## config.mk

```make
export PLATFORM = sky130hd
export DESIGN_NAME = led_scan_capture
export DESIGN_NICKNAME = d
export VERILOG_FILES = /design/src/rtl/led_scan_pkg.sv /design/src/rtl/led_row_stabiliser.sv /design/src/rtl/led_scan_capture.sv
export SDC_FILE = /design/constraint.sdc
export NUM_CORES = 2
export LEC_CHECK = 0
export CORE_ASPECT_RATIO = 1.5
export CORE_MARGIN = 3
export CORE_UTILIZATION = 49
export CTS_CLUSTER_DIAMETER = 200
export DETAILED_ROUTE_END_ITERATION = 10
export GPL_ROUTABILITY_DRIVEN = 0
export MAX_ROUTING_LAYER = met4
export PLACE_DENSITY = 0.76
export SYNTH_ARGS = -nofsm -noshare
export SYNTH_HDL_FRONTEND = slang
export SYNTH_SLANG_ARGS = --single-unit
```

## constraint.sdc

```tcl
create_clock -name Clock -period 2.1 [get_ports Clock]
set_clock_uncertainty 0.05 [all_clocks]
set_input_delay 0.315 -clock Clock [delete_from_list [all_inputs] [get_ports Clock]]
set_output_delay 0.315 -clock Clock [all_outputs]
set_load 0.005 [all_outputs]
```

## src/rtl/led_scan_pkg.sv

```systemverilog
// Shared types and constants for the LED expansion-board scan receiver.
//   pixel_frame_t   : 16x16 bit frame, indexed [row][col]
//   capture_state_t : frame-assembly FSM states
//   reverse16       : bit reversal used for the column mapping (col 0 = field MSB)
package led_scan_pkg;

  localparam int unsigned NUM_ROWS = 16;
  localparam int unsigned ROW_BITS = 4;
  localparam int unsigned ROW_MSB  = 35;
  localparam int unsigned ROW_LSB  = 32;
  localparam int unsigned GRN_MSB  = 31;
  localparam int unsigned RED_MSB  = 15;

  typedef logic [15:0][15:0] pixel_frame_t;

  typedef enum logic {
    SEEK,
    CAPTURE
  } capture_state_t;

  function automatic logic [15:0] reverse16(input logic [15:0] v);
    logic [15:0] r;
    r = '0;
    for (int unsigned i = 0; i < 16; i++) begin
      r[i] = v[15-i];
    end
    return r;
  endfunction

endpackage

```

## src/rtl/led_row_stabiliser.sv

```systemverilog
// Row-field qualifier for the LED scan receiver.
// Emits a one-cycle row_q_o pulse once the row field has held a value that
// differs from the last qualified row for STABLE_CYCLES consecutive samples.
// Exactly one pulse per dwell; any change restarts the count.
// Ports:
//   clk_i, rst_i : clock, synchronous active-high reset
//   row_i        : sampled row field
//   row_q_o      : qualification pulse (combinational, valid for the capture edge)
//   row_o        : qualified row value (meaningful while row_q_o is high)
module led_row_stabiliser
  import led_scan_pkg::*;
#(
  parameter int unsigned STABLE_CYCLES = 4
) (
  input  logic                clk_i,
  input  logic                rst_i,
  input  logic [ROW_BITS-1:0] row_i,
  output logic                row_q_o,
  output logic [ROW_BITS-1:0] row_o
);

  localparam int unsigned CW = $clog2(STABLE_CYCLES + 1);

  logic [ROW_BITS-1:0] cand_q;
  logic [ROW_BITS-1:0] last_q;
  logic                last_vld_q;
  logic [CW-1:0]       cnt_q;
  logic [CW-1:0]       cnt_d;

  // cnt_d counts samples of the current value including this cycle.
  always_comb begin
    cnt_d = cnt_q;
    if (row_i != cand_q) begin
      cnt_d = CW'(1);
    end else if (cnt_q < CW'(STABLE_CYCLES)) begin
      cnt_d = cnt_q + CW'(1);
    end
  end

  // last_vld_q lets the very first row after reset qualify even if it is 0.
  assign row_q_o = (cnt_d == CW'(STABLE_CYCLES)) && (!last_vld_q || (row_i != last_q));
  assign row_o   = row_i;

  always_ff @(posedge clk_i) begin
    if (rst_i) begin
      cand_q     <= '0;
      cnt_q      <= '0;
      last_q     <= '0;
      last_vld_q <= 1'b0;
    end else begin
      cand_q <= row_i;
      cnt_q  <= cnt_d;
      if (row_q_o) begin
        last_q     <= row_i;
        last_vld_q <= 1'b1;
      end
    end
  end

endmodule

```

## src/rtl/led_scan_capture.sv

```systemverilog
// Receive end of the 16x16x2 LED scan interface: samples the GPIO_1 row-scan
// stream, assembles rows 0..15 into a shadow frame and commits it to
// RedPixels/GrnPixels when the next row 0 arrives after a complete pass.
// Ports:
//   Clock, RST    : clock, synchronous active-high reset
//   GPIO_1        : [35:32] row, [31:16] green, [15:0] red (col 0 = MSB of field)
//   RedPixels     : last committed red frame [row][col]
//   GrnPixels     : last committed green frame [row][col]
//   frame_valid   : 1-cycle pulse on commit
//   frame_error   : 1-cycle pulse when a partial / out-of-order frame is dropped
//   stalled       : high while no row has qualified for TIMEOUT_CYCLES cycles
//   frame_count   : committed frames, wrapping
// Build option: define LED_CAPTURE_SYNC_EN for a 2-flop input synchronizer
// (asynchronous source); otherwise a single input register is used.
module led_scan_capture
  import led_scan_pkg::*;
#(
  parameter int unsigned STABLE_CYCLES  = 4,
  parameter int unsigned TIMEOUT_CYCLES = 1048576
) (
  input  logic         Clock,
  input  logic         RST,
  input  logic [35:0]  GPIO_1,
  output pixel_frame_t RedPixels,
  output pixel_frame_t GrnPixels,
  output logic         frame_valid,
  output logic         frame_error,
  output logic         stalled,
  output logic [15:0]  frame_count
);

  localparam int unsigned TW = $clog2(TIMEOUT_CYCLES + 1);

  logic [35:0] gpio_q;

`ifdef LED_CAPTURE_SYNC_EN
  logic [35:0] meta_q;
  always_ff @(posedge Clock) begin
    if (RST) begin
      meta_q <= '0;
      gpio_q <= '0;
    end else begin
      meta_q <= GPIO_1;
      gpio_q <= meta_q;
    end
  end
`else
  always_ff @(posedge Clock) begin
    if (RST) begin
      gpio_q <= '0;
    end else begin
      gpio_q <= GPIO_1;
    end
  end
`endif

  logic                row_q;
  logic [ROW_BITS-1:0] row;

  led_row_stabiliser #(
    .STABLE_CYCLES(STABLE_CYCLES)
  ) u_stab (
    .clk_i  (Clock),
    .rst_i  (RST),
    .row_i  (gpio_q[ROW_MSB:ROW_LSB]),
    .row_q_o(row_q),
    .row_o  (row)
  );

  capture_state_t      state_q;
  logic [ROW_BITS-1:0] exp_row_q;
  pixel_frame_t        red_sh_q;
  pixel_frame_t        grn_sh_q;

  // The shadow is written on every qualified row, also in SEEK: a frame is
  // only committed after rows 1..15 were rewritten in order, so stale rows
  // from an abandoned pass can never reach the outputs.
  always_ff @(posedge Clock) begin
    if (RST) begin
      state_q     <= SEEK;
      exp_row_q   <= '0;
      red_sh_q    <= '0;
      grn_sh_q    <= '0;
      RedPixels   <= '0;
      GrnPixels   <= '0;
      frame_valid <= 1'b0;
      frame_error <= 1'b0;
      frame_count <= '0;
    end else begin
      frame_valid <= 1'b0;
      frame_error <= 1'b0;
      if (row_q) begin
        red_sh_q[row] <= reverse16(gpio_q[RED_MSB -: 16]);
        grn_sh_q[row] <= reverse16(gpio_q[GRN_MSB -: 16]);
        case (state_q)
          SEEK: begin
            if (row == '0) begin
              state_q   <= CAPTURE;
              exp_row_q <= ROW_BITS'(1);
            end
          end
          CAPTURE: begin
            if (row == '0) begin
              // expected_row wrapped to 0 means rows 0..15 were all seen.
              if (exp_row_q == '0) begin
                RedPixels   <= red_sh_q;
                GrnPixels   <= grn_sh_q;
                frame_valid <= 1'b1;
                frame_count <= frame_count + 16'd1;
              end else begin
                frame_error <= 1'b1;
              end
              exp_row_q <= ROW_BITS'(1);
            end else if (row == exp_row_q) begin
              exp_row_q <= exp_row_q + ROW_BITS'(1);
            end else begin
              frame_error <= 1'b1;
              state_q     <= SEEK;
            end
          end
          default: state_q <= SEEK;
        endcase
      end
    end
  end

  logic [TW-1:0] idle_q;
  logic [TW-1:0] idle_d;

  always_comb begin
    idle_d = idle_q;
    if (idle_q < TW'(TIMEOUT_CYCLES)) begin
      idle_d = idle_q + TW'(1);
    end
  end

  always_ff @(posedge Clock) begin
    if (RST) begin
      idle_q  <= '0;
      stalled <= 1'b0;
    end else if (row_q) begin
      idle_q  <= '0;
      stalled <= 1'b0;
    end else begin
      idle_q  <= idle_d;
      stalled <= (idle_d == TW'(TIMEOUT_CYCLES));
    end
  end

endmodule

```

# Yosys cells after proc, flatten, opt, wreduce, memory -nomap -nowiden
# Cells that the tools add are included.
[word_totals]
elab_cells = 124
latchBits = 0
mem_bits_rw = 0
inputBits = 38
ff_bits = 1117
out_inout_bits = 531
mem_count = 0
rom_bits = 0
[op_classes]
n_bitwise = 3
mul = 0
n_div = 0
order_cmp = 4
reduce_logical = 11
n_addsub = 4
eq_ne = 7
n_mux = 19
shift = 0
[op_table]
columns = ["cell", "count"]
rows = [
  ["$bwmux W256", 2],
  ["$demux W16 S4", 1],
  ["$add A21 B1 Y21 const B", 1],
  ["$eq A21 B21 Y1 const B", 1],
  ["$lt A21 B21 Y1 const B", 1],
  ["$mux W21", 1],
  ["$add A16 B1 Y16 const B", 1],
  ["$mux W16", 1],
  ["$mux W4", 3],
  ["$logic_not A4 Y1", 2],
  ["$ne A4 B4 Y1", 2],
  ["$pmux W4 S2", 1],
  ["$mux W1", 7],
  ["$mux W3", 2],
  ["$lt A4 B5 Y1 const B", 1],
  ["$add A4 B1 Y4 const B", 1],
  ["$eq A4 B4 Y1", 1],
  ["$ge A4 B1 Y1 const B", 1],
  ["$reduce_and A4 Y1", 1],
  ["$reduce_or A4 Y1", 1],
  ["$add A3 B1 Y3 const B", 1],
  ["$eq A3 B3 Y1 const B", 1],
  ["$lt A3 B3 Y1 const B", 1],
  ["$ne A3 B1 Y1 const B", 1],
  ["9 further kinds", 12],
]

# Longest topological paths before layout
[depth]
word_depth = 7
mapped_depth = 11
ltp_nobuf = 7

# By module
# Synthesis repeated with hierarchy kept, for this count alone.
[unflattened]
cells_unflattened = 4929
hier_area_um2 = 39277.7
[by_module_without_submodules]
columns = ["module", "seq_area_each_um2", "cells_each", "area_each_um2", "n_inst"]
rows = [
  ["led_scan_capture", 22121.2, 4874, 38678.3, 1],
  ["led_row_stabiliser", 240.2, 55, 599.3, 1],
]

# Worst setup path after synthesis
# No wires, ideal clock.
[synth_path]
path_type = "reg-to-reg"
from = "register gpio_q[34]"
to = "register grn_sh_q[16] (netlist name)"
setup_time_ns = 0.132
path_buffers = 4
period_less_slack_ns = 2.347
required_time_ns = 1.918
arrival_time_ns = 2.165
slack_ns = -0.247
path_stages_with_launch = 11
cell_sequence = "dfxtp_1 -> buf_2 -> xor2_1 -> nor4_4 -> o211ai_4 -> buf_6 -> or4_1 -> buf_2 -> buf_6 -> nand2_1 -> a21oi_1"
[synth_between]
elab_chain_cells = 5
elab_cells_between_ends = 12
classes_between = "order compare (2); eq/ne (3); mux (4); reduce/logical (3)"
[synth_lines]
columns = ["item", "line", "text"]
rows = [
  ["start, declared", "led_scan_capture.sv:34", "logic [35:0] gpio_q;"],
  ["start signal, assigned", "led_scan_capture.sv:50", "gpio_q <= '0;"],
  ["start signal, assigned", "led_scan_capture.sv:52", "gpio_q <= GPIO_1;"],
  ["$lt A4 B5 Y1 (implied by the code) / $ge A4 B1 Y1 (equally long branches)", "led_scan_capture.sv:94", "grn_sh_q[row] <= reverse16(gpio_q[GRN_MSB -: 16]);"],
  ["$logic_and A1 B1 Y1 (implied by the code)", "led_scan_capture.sv:94", ""],
  ["$mux W16 (implied by the code)", "led_scan_capture.sv:94", ""],
  ["$demux W16 S4", "led_scan_capture.sv:94", ""],
  ["$bwmux W256", "led_scan_capture.sv:94", ""],
  ["end signal, assigned by index", "led_scan_capture.sv:94", ""],
  ["end, declared", "led_scan_capture.sv:73", "pixel_frame_t grn_sh_q;"],
]
# Parallel ways exist; a longest one is shown, timed or not.
# A chain may end at the register's enable or synchronous reset.

# Final worst setup path
[layout_path]
from = "register u_stab.cnt_q[0]"
to = "register RedPixels[65] (netlist name)"
[layout_between]
elab_chain_cells = 6
elab_cells_between_ends = 7
classes_between = "add/sub (1); order compare (1); eq/ne (1); mux (2); reduce/logical (2)"
[layout_lines]
columns = ["item", "line", "text"]
rows = [
  ["start, declared", "led_row_stabiliser.sv:27", "logic [CW-1:0] cnt_q;"],
  ["start signal, assigned", "led_row_stabiliser.sv:52", "cnt_q <= cnt_d;"],
  ["$add A3 B1 Y3 / $lt A3 B3 Y1 (equally long branches)", "led_row_stabiliser.sv:36, led_row_stabiliser.sv:35", ""],
  ["$mux W3 *", "led_row_stabiliser.sv:35", "end else if (cnt_q < CW'(STABLE_CYCLES)) begin"],
  ["$mux W3 *", "led_row_stabiliser.sv:33", "if (row_i != cand_q) begin"],
  ["$eq A3 B3 Y1 *", "led_row_stabiliser.sv:41", "assign row_q_o = (cnt_d == CW'(STABLE_CYCLES)) && (!last_vld_q || (row_i != last_q));"],
  ["$logic_and A1 B1 Y1 *", "led_row_stabiliser.sv:41", ""],
  ["$reduce_and A4 Y1 (no line) *", "-", ""],
  ["end signal, assigned", "led_scan_capture.sv:106", "RedPixels <= red_sh_q;"],
  ["end, declared", "led_scan_capture.sv:24", "output pixel_frame_t RedPixels,"],
]
# Mark *: on every way between the ends. The rest lies on a longest branch, timed or not.

==> results.yml <==
floorplanning:
  io_pins: 569
  die_h_um: 355
  num_rows: 127
  dieArea_mm2: 0.0849
  core_mm2: 0.0802
  initial_core_util: 0.497
  die_x_um: 239
yosys:
  syn_inst: 4923
  yosys_warnings: 0
  synthSimpleGateAreaFrac: 0.227
  synth-xor-area-share: 0.0103
  synthAdderAreaFrac: 0.00157
  synth.distinct_cells: 55
  synth-main-ff-cell: "dfxtp_1"
  yosysSeqAreaShare: 0.561
  synthArstFlopShare: 0
  synth_edf_count: 0
  syn_nets: 4966
  synth_top_family_by_area: "simple AND/OR/NAND/NOR gates"
  synth_mux_area_frac: 0.0101
  synth_compound_area_frac: 0.137
  ys_seq_elements: 1117
  synth_area_mm2: 0.0399
  avgSynthCellArea_um2: 8.10
timing:
  final_hold_viol_count: 0
  slew_headroom: 0.411
  max_freq_mhz: 396
  fin_crit_ps: 2530
  slew_violations: 0
  worst_pin_slew_ps: 884
  rsz0062_at_grt: "yes"
  finalSetupViolCount: 1048
  fin_ws_ps: -426
  setup_tns_ps: -303050
  finalCritPeriodShare: 1.20
clock_network:
  clk_latency_ps: 680
  cts_made_buffers: 98
  cts_sinks: 1117
  cts_buffer_depth: 3
  cts_max_level: 3
  path_clk_slew_ps: 70
  cts_root_buf: "clkbuf_16"
  cts_tree: "yes"
final_layout:
  final_common_cell: "nand2_1"
  drive_above_1_share: 0.146
  syn_to_final_growth_pct: 33.1
  final_cell_mix: "1854 x nand2_1, 1105 x dfxtp_1, 862 x a21oi_1"
  nNetsFinal: 5498
  fin_util: 0.661
worst_setup_path:
  reg2regPathDepth: 11
  cp.arrival_ps: 3070
  endpoint: "RedPixels[65]"
  path_max_fanout: 20
  critical-path-max-stage-delay_ps: 330
  r2r-start: "u_stab.cnt_q[0]"
  r2r-end: "RedPixels[65]"
  start_kind: "flop"
  crit_path_start: "u_stab.cnt_q[0]"
  crit_chain: "ha_4, nor4bb_1, a21o_1, buf_6, o2111ai_4, nor2_4, buf_12, buf_12, buf_12, nand2_1, a21oi_1"
  r2r_slack_ps: -430
  crit_slowest_cell: "dfxtp_2"
  crit_type: "flop to flop"
  cp_common_cell: "buf_12"
  worstSetupEndpointType: "flop"
  required_ps: 2640
drt:
  route.vias.total: 36388
  avgRoutedWirePerCell_um: 21.1
  drtIter0Drc: 3249
  ant_nets: 0
  drt_wl_total_um: 138000
  drtPass1Iterations: 6
  vias_per_cell: 5.54
  drc: 0
grt:
  grt_antenna_before_repair: 5
  grt_pass1_vias: 33815
  grt_use_total: 0.309
  grt_pass1_wl_um: 198000
  grt_max_degree: 96
  gr-total-overflow: 0
run:
  maxCapViolations: 0
pwr:
  cellPowerDensity_mw_per_mm2: 781
  p_leak_nw: 17.5
  vdd_drop_max_mv: 0.892
place:
  pre_cts_slack_ps: -463
  dp_hpwl_um: 84900
  io_buffers: 568
run_status:
  violations: "setup timing"
  status: "complete, but fails checks"
hold_path:
  holdPathStages: 2
  min_path_type: "input port to flop"
## synth_stat cells, types with 2 or more instances
library cell / instances / area, um^2
nor4_1: 15 / 93.8
nor2b_1: 41 / 257
o21ai_0: 6 / 30.0
a21o_1: 2 / 15.0
or4_1: 10 / 75.1
nand3_1: 15 / 75.1
nor4b_1: 3 / 26.3
and4_1: 3 / 26.3
a31oi_1: 2 / 12.5
nor4_4: 7 / 149
inv_1: 10 / 37.5
nor3_4: 7 / 114
a211oi_1: 3 / 22.5
dfxtp_1: 1117 / 22400
buf_2: 191 / 956
and4b_1: 2 / 20.0
xnor2_1: 28 / 245
nor2_1: 86 / 323
a21oi_2: 68 / 596
buf_1: 3 / 11.3
nand2_1: 2009 / 7540
nor3_2: 2 / 20.0
nor3_1: 13 / 65.1
or3_1: 8 / 50.1
a21oi_1: 933 / 4670
ha_1: 5 / 62.6
xor2_1: 19 / 166
buf_6: 31 / 349
o22ai_1: 2 / 12.5
clkbuf_1: 203 / 762
and3_1: 5 / 31.3
mux2i_1: 39 / 390
nand4_1: 8 / 50.1
nand2b_1: 6 / 37.5
## worst min-delay path by stage
stage,startpoint,to,slack (ps)
global route,RST,GrnPixels[79],80
finish,RST,GrnPixels[10],50
global placement,red_sh_q[150],RedPixels[150],390
detailed placement,red_sh_q[236],RedPixels[236],390
CTS,RST,exp_row_q[1],40
floorplan,grn_sh_q[224],GrnPixels[224],380
## power breakdown
part           leakage [nW]  internal (mW)  switching (mW)
clock network          1.66           10.7            8.21
registers              9.01           21.2           0.117
logic                  6.84          0.355           0.851
## layer usage
metal,vias to the layer above,share of wire,GRT usage,routed length (um)
li1,16897,-,-,-
met1,17140,0.39,0.379,53500
met2,1931,0.46,0.492,64300
met3,420,0.081,0.0431,11300
met4,0,0.067,0.172,9270
met5,-,0,-,0
## final cells by class
class                           instances  area, um^2
Antenna cell                            1        2.50
Clock buffer                          142        2860
Clock inverter                         39         529
Fill cell                            6320       27200
Inverter                               10        37.5
Multi-Input combinational cell       3368       16300
Sequential cell                      1117       22400
Tap cell                             1032        1290
Timing Repair Buffer                  860        9640
## registers in the layout (all words and copies together), names as in the netlist, 3 cells and up
signal	cells
gpio_q	36
frame_count	16
u_stab.cnt_q	3
RedPixels	256
grn_sh_q	256
idle_q	21
u_stab.last_q	4
u_stab.cand_q	4
exp_row_q	4
red_sh_q	256
GrnPixels	256
## what timing repair did
item,4_1_cts,5_1_grt
setup buffers,8,15
pin swaps,23,59
gates resized for setup,26,155
hold buffers,0,0
setup endpoints to repair,1067,1068
gates cloned,3,24
## cell families (layout without fill, tap and decap cells)
family | after synthesis | in the layout
mux | 40 | 40
compound gates | 1025 | 1026
flops | 1117 | 1117
fa+ha+maj | 5 | 5
buf+inv | 439 | 1051
simple gates | 2250 | 2250
xor+xnor | 47 | 47
other cells | 0 | 1
## worst max-delay path: cells and delay by family, from the launching register on
family	cells	cell delay, ps
simple gates	3	640
buf+inv	4	650
flops	1	330
fa+ha+maj	1	230
compound gates	3	520
## per-stage QoR
stage | cell area, um^2 | total power, mW | cells | hold slack [ps]
floorplan | 40800 | 22.3 | 4923 | 381
global placement | 48100 | 23.0 | 6340 | 387
detailed placement | 48100 | 23.0 | 6340 | 392
CTS | 51800 | 41.5 | 6532 | 40.4
global route | 53100 | 42.5 | 6569 | 75.7
finish | 53100 | 41.4 | 6569 | 52.8
No activity file was read; power rests on OpenSTA's default activity.
